--- src/rtl/dmem_arbiter.sv ---
// Shares the single-port data RAM between the CPU load/store path and the UART loader (loader priority, starvation-bounded).
// Latency: 3 cycles per access (IDLE grant, ISS, DONE); read data returned combinationally in DONE, then held.
// Backpressure: CPU is held via cpu_stall until its DONE cycle; loader holds ld_req until the one-cycle ld_ack.
// Optional: define DMEM_ARB_BOUND_EN to reject addresses above the RAM (no RAM access, zero read data, err pulse).

module dmem_arbiter #(
    parameter int ADDR_W     = 14,
    parameter int STARVE_MAX = 4
) (
    input  logic              clock,
    input  logic              reset,
    // CPU load/store port
    input  logic              cpu_req,
    input  logic              cpu_we,
    input  logic [31:0]       cpu_addr,
    input  logic [31:0]       cpu_wdata,
    output logic [31:0]       cpu_rdata,
    output logic              cpu_stall,
    // UART loader port
    input  logic              ld_req,
    input  logic              ld_we,
    input  logic [31:0]       ld_addr,
    input  logic [31:0]       ld_wdata,
    output logic [31:0]       ld_rdata,
    output logic              ld_ack,
    // block RAM port
    output logic              mem_en,
    output logic              mem_we,
    output logic [ADDR_W-1:0] mem_addr,
    output logic [31:0]       mem_wdata,
    input  logic [31:0]       mem_rdata,
    // out-of-range indication
    output logic              err
);

    localparam int               CNT_W      = $clog2(STARVE_MAX + 1);
    localparam logic [CNT_W-1:0] STARVE_LIM = CNT_W'(STARVE_MAX);

    localparam logic [2:0] IDLE     = 3'd0;
    localparam logic [2:0] CPU_ISS  = 3'd1;
    localparam logic [2:0] CPU_DONE = 3'd2;
    localparam logic [2:0] LD_ISS   = 3'd3;
    localparam logic [2:0] LD_DONE  = 3'd4;

    logic [2:0]        state;
    logic [2:0]        state_nxt;
    logic [CNT_W-1:0]  starve_cnt;

    logic              grant_ld;
    logic              grant_cpu;

    // request selected for the grant being made this cycle
    logic              sel_we;
    logic [31:0]       sel_addr;
    logic [31:0]       sel_wdata;
    logic              sel_oob;

    // access captured at grant; drives the RAM in ISS and steers data in DONE
    logic              acc_we;
    logic [ADDR_W-1:0] acc_addr;
    logic [31:0]       acc_wdata;
    logic              acc_oob;

    logic              in_iss;
    logic              cpu_done;
    logic              ld_done;
    logic [31:0]       rd_val;
    logic [31:0]       cpu_rdata_q;
    logic [31:0]       ld_rdata_q;

    // byte-lane bits are dropped (word access only); upper bits alias unless bounds checking is built in
    logic              unused_addr_bits;
    assign unused_addr_bits = ^{sel_addr[31:ADDR_W+2], sel_addr[1:0]};

    assign in_iss   = (state == CPU_ISS) || (state == LD_ISS);
    assign cpu_done = (state == CPU_DONE);
    assign ld_done  = (state == LD_DONE);

    // Arbitrate in IDLE: loader wins unless the CPU has been passed over STARVE_MAX times in a row
    always_comb begin
        grant_ld  = 1'b0;
        grant_cpu = 1'b0;
        if (state == IDLE) begin
            grant_ld  = ld_req && (!cpu_req || (starve_cnt != STARVE_LIM));
            grant_cpu = cpu_req && !grant_ld;
        end
    end

    // Select the winning requester's access fields
    always_comb begin
        sel_we    = cpu_we;
        sel_addr  = cpu_addr;
        sel_wdata = cpu_wdata;
        if (grant_ld) begin
            sel_we    = ld_we;
            sel_addr  = ld_addr;
            sel_wdata = ld_wdata;
        end
    end

`ifdef DMEM_ARB_BOUND_EN
    // Any address bit above the RAM's word range marks the access out of range
    always_comb begin
        sel_oob = |sel_addr[31:ADDR_W+2];
    end
`else
    // Without bounds checking upper bits are ignored and addresses alias
    always_comb begin
        sel_oob = 1'b0;
    end
`endif

    // Next-state logic: grant in IDLE, ISS always advances to DONE, DONE always returns to IDLE
    always_comb begin
        state_nxt = IDLE;
        case (state)
            IDLE: begin
                if (grant_ld)
                    state_nxt = LD_ISS;
                else if (grant_cpu)
                    state_nxt = CPU_ISS;
                else
                    state_nxt = IDLE;
            end
            CPU_ISS:  state_nxt = CPU_DONE;
            LD_ISS:   state_nxt = LD_DONE;
            CPU_DONE: state_nxt = IDLE;
            LD_DONE:  state_nxt = IDLE;
            default:  state_nxt = IDLE;
        endcase
    end

    // State register; reset mid-access abandons the handshake but an issued write is already in the RAM
    always_ff @(posedge clock) begin
        if (!reset)
            state <= IDLE;
        else
            state <= state_nxt;
    end

    // Starvation counter: counts loader wins while the CPU waits, cleared when the CPU wins or stops asking
    always_ff @(posedge clock) begin
        if (!reset)
            starve_cnt <= '0;
        else if (!cpu_req || grant_cpu)
            starve_cnt <= '0;
        else if (grant_ld && (starve_cnt != STARVE_LIM))
            starve_cnt <= starve_cnt + CNT_W'(1);
    end

    // Capture the granted access so a requester dropping its request cannot disturb it
    always_ff @(posedge clock) begin
        if (!reset) begin
            acc_we    <= 1'b0;
            acc_addr  <= '0;
            acc_wdata <= '0;
            acc_oob   <= 1'b0;
        end else if (grant_ld || grant_cpu) begin
            acc_we    <= sel_we;
            acc_addr  <= sel_addr[ADDR_W+1:2];
            acc_wdata <= sel_wdata;
            acc_oob   <= sel_oob;
        end
    end

    // RAM port is active only during ISS; rejected accesses never enable the RAM
    always_comb begin
        mem_en    = 1'b0;
        mem_we    = 1'b0;
        mem_addr  = '0;
        mem_wdata = '0;
        if (in_iss) begin
            mem_en    = !acc_oob;
            mem_we    = acc_we && !acc_oob;
            mem_addr  = acc_addr;
            mem_wdata = acc_wdata;
        end
    end

    // Read data seen in DONE; rejected reads return zero
    always_comb begin
        rd_val = acc_oob ? 32'h0 : mem_rdata;
    end

    // Hold the last CPU read result for use after the stall releases
    always_ff @(posedge clock) begin
        if (!reset)
            cpu_rdata_q <= '0;
        else if (cpu_done && !acc_we)
            cpu_rdata_q <= rd_val;
    end

    // Hold the last loader read result
    always_ff @(posedge clock) begin
        if (!reset)
            ld_rdata_q <= '0;
        else if (ld_done && !acc_we)
            ld_rdata_q <= rd_val;
    end

    // Read data is forwarded in DONE so it is valid in the same cycle the stall drops / ack pulses
    always_comb begin
        cpu_rdata = (cpu_done && !acc_we) ? rd_val : cpu_rdata_q;
        ld_rdata  = (ld_done && !acc_we) ? rd_val : ld_rdata_q;
    end

    assign cpu_stall = cpu_req && !cpu_done;
    assign ld_ack    = ld_done;

`ifdef DMEM_ARB_BOUND_EN
    assign err = (cpu_done || ld_done) && acc_oob;
`else
    assign err = 1'b0;
`endif

endmodule
--- config.mk ---
export PLATFORM = sky130hd
export DESIGN_NAME = dmem_arbiter
export DESIGN_NICKNAME = d
export VERILOG_FILES = /design/src/rtl/dmem_arbiter.sv
export SDC_FILE = /design/constraint.sdc
export NUM_CORES = 1
export LEC_CHECK = 0
export CAP_MARGIN = 10
export CORE_MARGIN = 3
export CORE_UTILIZATION = 40
export CTS_CLUSTER_SIZE = 24
export DETAILED_ROUTE_END_ITERATION = 12
export PLACE_DENSITY = 0.8
export SYNTH_ARGS = -nofsm -noshare
export SYNTH_HDL_FRONTEND = slang
export SYNTH_SLANG_ARGS = --single-unit
export TNS_END_PERCENT = 30
--- constraint.sdc ---
create_clock -name clock -period 2.01 [get_ports clock]
set_input_delay 0.3015 -clock clock [delete_from_list [all_inputs] [get_ports clock]]
set_output_delay 0.3015 -clock clock [all_outputs]
set_load 0.01 [all_outputs]
==> results of run 1 <==
[metrics by stage]
| step | instance area, um2 | hold slack, ps | std cells | utilization | total power [mW] |
|---|---|---|---|---|---|
| global route | 9220 | 245 | 1004 | 0.688 | 7.51 |
| global placement | 8160 | 489 | 952 | 0.609 | 3.97 |
| detailed placement | 8160 | 527 | 952 | 0.609 | 4.00 |
| finish | 9220 | 258 | 1004 | 0.688 | 7.24 |
| CTS | 9060 | 233 | 1000 | 0.676 | 7.15 |
| floorplan | 5560 | 476 | 569 | - | 3.31 |
[cell type report]
cell class | instances | area, um2
Timing Repair Buffer | 282 | 2800
Fill cell | 1015 | 4180
Sequential cell | 117 | 2350
Tap cell | 176 | 220
Multi-Input combinational cell | 348 | 3050
Clock inverter | 14 | 176
Inverter | 49 | 184
Clock buffer | 18 | 439
[flip-flops by register name, summed over array words and instances, names as in the netlist]
register     flops
acc_we           1
starve_cnt       3
state            3
acc_addr        14
acc_wdata       32
cpu_rdata_q     32
ld_rdata_q      32
[what timing repair did]
item,4_1_cts,5_1_grt
setup buffers,11,3
gates resized for setup,441,178
setup endpoints to repair,114,88
cloned,5,2
pin swaps,2,7
[final timing paths]
check	depth (start not counted)	slack [ps]	end
max	6	-230	ld_rdata[28]
min	2	260	state[0]
max reg2reg	6	110	starve_cnt[1]
min reg2reg	2	550	starve_cnt[1]
[per-layer routing]
layer	wire, um	part of all wire	track usage
met1	7360	0.40	0.254
met2	9150	0.50	0.369
met3	1540	0.084	0.0708
met4	284	0.015	0.0761
met5	0	0	0
[cells by family after synthesis]
logic type,after synthesis,synth area share
compound gates,153,0.217
fa+ha+maj,2,0.00450
buf+inv,104,0.0772
flops,117,0.421
mux,64,0.130
other cells,1,0.000675
simple gates,128,0.149
[placed cells by master, fill, tap and decap left out, drive strengths merged, types with 3 or more instances in the layout]
cell,count
bufinv,3
a211oi,3
clkdlybuf4s50,126
and2,111
inv,51
mux2,64
a21oi,49
o221a,47
dfxtp,117
buf,151
clkinv,7
nor4b,3
clkbuf,21
nand3,5
o31ai,48
[where the power goes]
part / leakage [nW] / switching [mW] / total, mW / internal [mW]
clock: 0.297 / 1.11 / 3.11 / 1.99
combinational: 2.73 / 0.651 / 1.53 / 0.879
sequential: 0.960 / 0.110 / 2.60 / 2.49
==> qor.txt, run 1 <==
P_leak - 3.99 nW
most frequent cell after synthesis - dfxtp_1
row count - 42
Die X - 124 um
final cycle utilization of the critical path - 1.11
Die Y - 124 um
gr ovfl total - 0
die area - 15300 um2
status - complete, but fails checks
TritonCTS clock tree - done
hpwl dp - 11.3 mm
max-cap violations - 0
crit path max fanout - 4
Synth Cell Area - 5560 um2
failing checks - setup timing
cells after synthesis - 569
final-stage net count - 983
GRT Resource Usage Total - 0.216
Clock Latency Late Sink - 410 ps
CP Launch Type - flop
Final min period - 2240 ps
Yosys reg bits - 117
setup_tns - -10480 ps
worst setup margin - -227 ps
CP Launch Point - acc_we
area share of the largest cell type after synthesis - 0.421
critical path type - reg -> out
pre-CTS WS - -154 ps
CTS Hold Bufs - 0
r2r startpoint - state[0]
Avg Cell Area, Syn - 9.77 um2
Via Count - 5339
post-synthesis sequential area ratio - 0.421
sum of buffers and inverters on the critical path - 4
post-synthesis net count - 737
Pwr Density - 785 nW/um2
unrepaired setup endpoints after global routing - yes
DR DRC count - 0
Max Slew Vio Count - 0
Slew HR - 0.632
share of cells above drive strength 1 - 0.397
Critical Path RT - 1710 ps
Least-Margin Pin Slew - 552 ps
core area - 13400 um2
Final ANT Viol Nets - 0
CTS buffer count - 17
CP top delay family - buffers and inverters
vias in the first global route - 5106
Hold Crit Class - in -> reg
Hold Crit Start - cpu_req
Crit path arrival time - 1940 ps
wirelength, routed - 18.3 mm
global-route wire length before repair - 26.0 mm
via/cell ratio - 5.32
Bufs on Longest Clock Path - 2
Post-synth EDFFs - 0
fraction of registers with async set/reset - 0
crit-path cells - nor4b_4 > buf_4 > buf_16 > buf_4 > mux2_4 > buf_6
H-tree levels - 4
CP dominant cell by count - buf_4
Area Overhead vs Synth - 65.9%
CP max stage delay - 370 ps
number of port buffers - 243
Synth warnings - 0
IR drop worst, VDD - 0.000500 V
1st-pass router iterations - 8
post-synth cell types - 30
Synth area leader - dfxtp_1
slowest CP cell - dfxtp_4
most frequent cells after synthesis - dfxtp_1, and2_1, mux2_2
Synth area leaders - dfxtp_1, mux2_2, and2_1
element type at the critical path end - output pin
ys flop type - dfxtp_1
Final Hold Violating Endpoints - 0
clock root buffer - clkbuf_16
Iteration-0 DRC Markers - 400
Peak Freq - 0.447 GHz
Clock transition at path regs - 60 ps
Ant. Diodes - 0
IO Pins - 281
largest net degree at the start of global routing - 116
final setup vio count - 94
initial core utilization - 0.415
clock skew - 7.70 ps
antenna violations before repair - 0
wire per inst - 18.3 um
Final GP Congestion - 0.794
TritonCTS Sinks - 117
(Power assumes the default switching activity.)
==> inputs of run 2 (changes only) <==
--- a/config.mk
+++ b/config.mk
@@ -11,6 +11,7 @@
 export CTS_CLUSTER_SIZE = 24
 export DETAILED_ROUTE_END_ITERATION = 12
 export PLACE_DENSITY = 0.8
+export SETUP_SLACK_MARGIN = 0.02
 export SYNTH_ARGS = -nofsm -noshare
 export SYNTH_HDL_FRONTEND = slang
 export SYNTH_SLANG_ARGS = --single-unit
==> run 2 against run 1 <==
  * The flow still finishes with violations (setup timing)
  * Die area unchanged
  * Global-route usage about the same
  * Hold slack lost 1.5 ps
  * Clock skew hardly changed
  * First-iteration DRC count down 4.5%
  * Via count fell by 0.30%
  * Final cell count did not move
  * Critical path type unchanged
==> qor.txt, run 2 (synthesis results as in run 1) <==
Least-Margin Pin Slew - 560 ps
1st-pass router iterations - 5
final setup vio count - 91
Ant. Diodes - 0
gr ovfl total - 0
most common library cell in the layout ignoring fill and taps - clkdlybuf4s50_1
crit path max fanout - 4
Clock transition at path regs - 60 ps
CP Launch Type - flop
critical path type - reg -> out
register area - 2350 um2
FF-to-FF End - starve_cnt[1]
via/cell ratio - 5.30
Bufs on Longest Clock Path - 2
wirelength, routed - 18.4 mm
global routing usage on met1 - 0.255
Final GP Congestion - 0.794
largest net degree at the start of global routing - 116
die area - 15300 um2
number of port buffers - 243
Final ANT Viol Nets - 0
setup_tns - -10430 ps
H-tree levels - 4
Hold Crit Class - in -> reg
wire per inst - 18.3 um
global-route wire length before repair - 26.0 mm
final cycle utilization of the critical path - 1.11
Area Overhead vs Synth - 65.7%
Slew HR - 0.627
core area - 13400 um2
area taken by multi-input logic gates - 3050 um2
Worst Hold Depth - 2
worst setup margin - -225 ps
total power - 7.23 mW
hpwl dp - 11.3 mm
Die Y - 124 um
status - complete, but fails checks
Final Hold Violating Endpoints - 0
antenna violations before repair - 0
max-cap violations - 0
Pwr Density - 785 nW/um2
r2r startpoint - state[0]
P_leak - 3.98 nW
final-stage net count - 983
clock skew - 8.11 ps
CTS buffer count - 17
Peak Freq - 0.447 GHz
Top Usage Layer GRT - met2
failing checks - setup timing
Via Count - 5323
GRT Resource Usage Total - 0.216
Hold Crit Start - cpu_req
clock root buffer - clkbuf_16
met3 Track Usage GR - 0.0695
Clock Latency Late Sink - 410 ps
r2r setup slk - 110 ps
Die X - 124 um
IO Pins - 281
Critical Path RT - 1710 ps
met2 Track Usage GR - 0.367
Worst Hold Path EP - state[0]
worst reg2reg path depth - 6
Max Slew Vio Count - 0
element type at the critical path end - output pin
TritonCTS clock tree - done
Fillers - 1014
share of cells above drive strength 1 - 0.396
DR DRC count - 0
row count - 42
IR drop worst, VDD - 0.000498 V
CTS Hold Bufs - 0
initial core utilization - 0.415
TritonCTS Sinks - 117
most frequent cells in the layout - clkdlybuf4s50_1, dfxtp_1, and2_1
largest registers - acc_wdata x32, cpu_rdata_q x32, ld_rdata_q x32
CP Launch Point - acc_we
Iteration-0 DRC Markers - 382
vias in the first global route - 5111
Crit path arrival time - 1930 ps
unrepaired setup endpoints after global routing - yes
Final min period - 2240 ps
## run 2: changes by cell type in the layout (fill, tap and decap cells not counted)
cell	previous run	this run
buf_6	73	72
buf_2	46	47
and2_1	92	93
and2_4	19	18
## run 2: report_power, final
group	leakage, nW	internal, mW	total [mW]	switching, mW
combinational	2.73	0.877	1.53	0.652
clock	0.297	1.99	3.10	1.11
sequential	0.960	2.49	2.60	0.110
## run 2: layout make-up
type	instances	share of cell area
flip-flops and latches	117	0.256
clock buffers	18	0.0477
inverters	49	0.0200
repair buffers	282	0.303
multi-input cells	348	0.331
well taps	176	0.0239
clock inverters	14	0.0192
## run 2: worst max-delay path: stages, from the launching register on
cell     delay [ps]
dfxtp_4         370
nor4b_4         270
buf_4           200
buf_16          130
buf_4           130
mux2_4          310
buf_6           120
## run 2: per-stage QoR
stage	worst slack [ps]	utilization	hold slack (ps)	instance area [um2]	cells
after floorplan	294	-	476	5560	569
after global placement	-136	0.609	489	8160	952
after detailed placement	-154	0.609	527	8160	952
after CTS	-334	0.671	233	9000	1000
after global routing	-304	0.687	245	9210	1004
final	-225	0.687	256	9210	1004
## run 2: repair_timing
item,4_1_cts,5_1_grt
cloned,5,2
buffers inserted,11,3
resized for setup,452,165
setup endpoints to repair,114,79
pin swaps,2,5
## run 2: how the worst max path moves through the flow
stage	to	slack, ps	cells past startpoint
global route	ld_rdata[29]	-300	6
finish	ld_rdata[28]	-230	6
floorplan	ld_rdata[10]	290	4
detailed placement	cpu_rdata[9]	-150	4
CTS	ld_rdata[7]	-330	6
global placement	cpu_rdata[3]	-140	4
## run 2: layer usage
layer	up-vias	routed length [um]	share of wire
met5	-	0	0
met4	0	279	0.015
met3	26	1650	0.090
met2	235	9120	0.50
met1	2553	7370	0.40
li1	2509	-	-
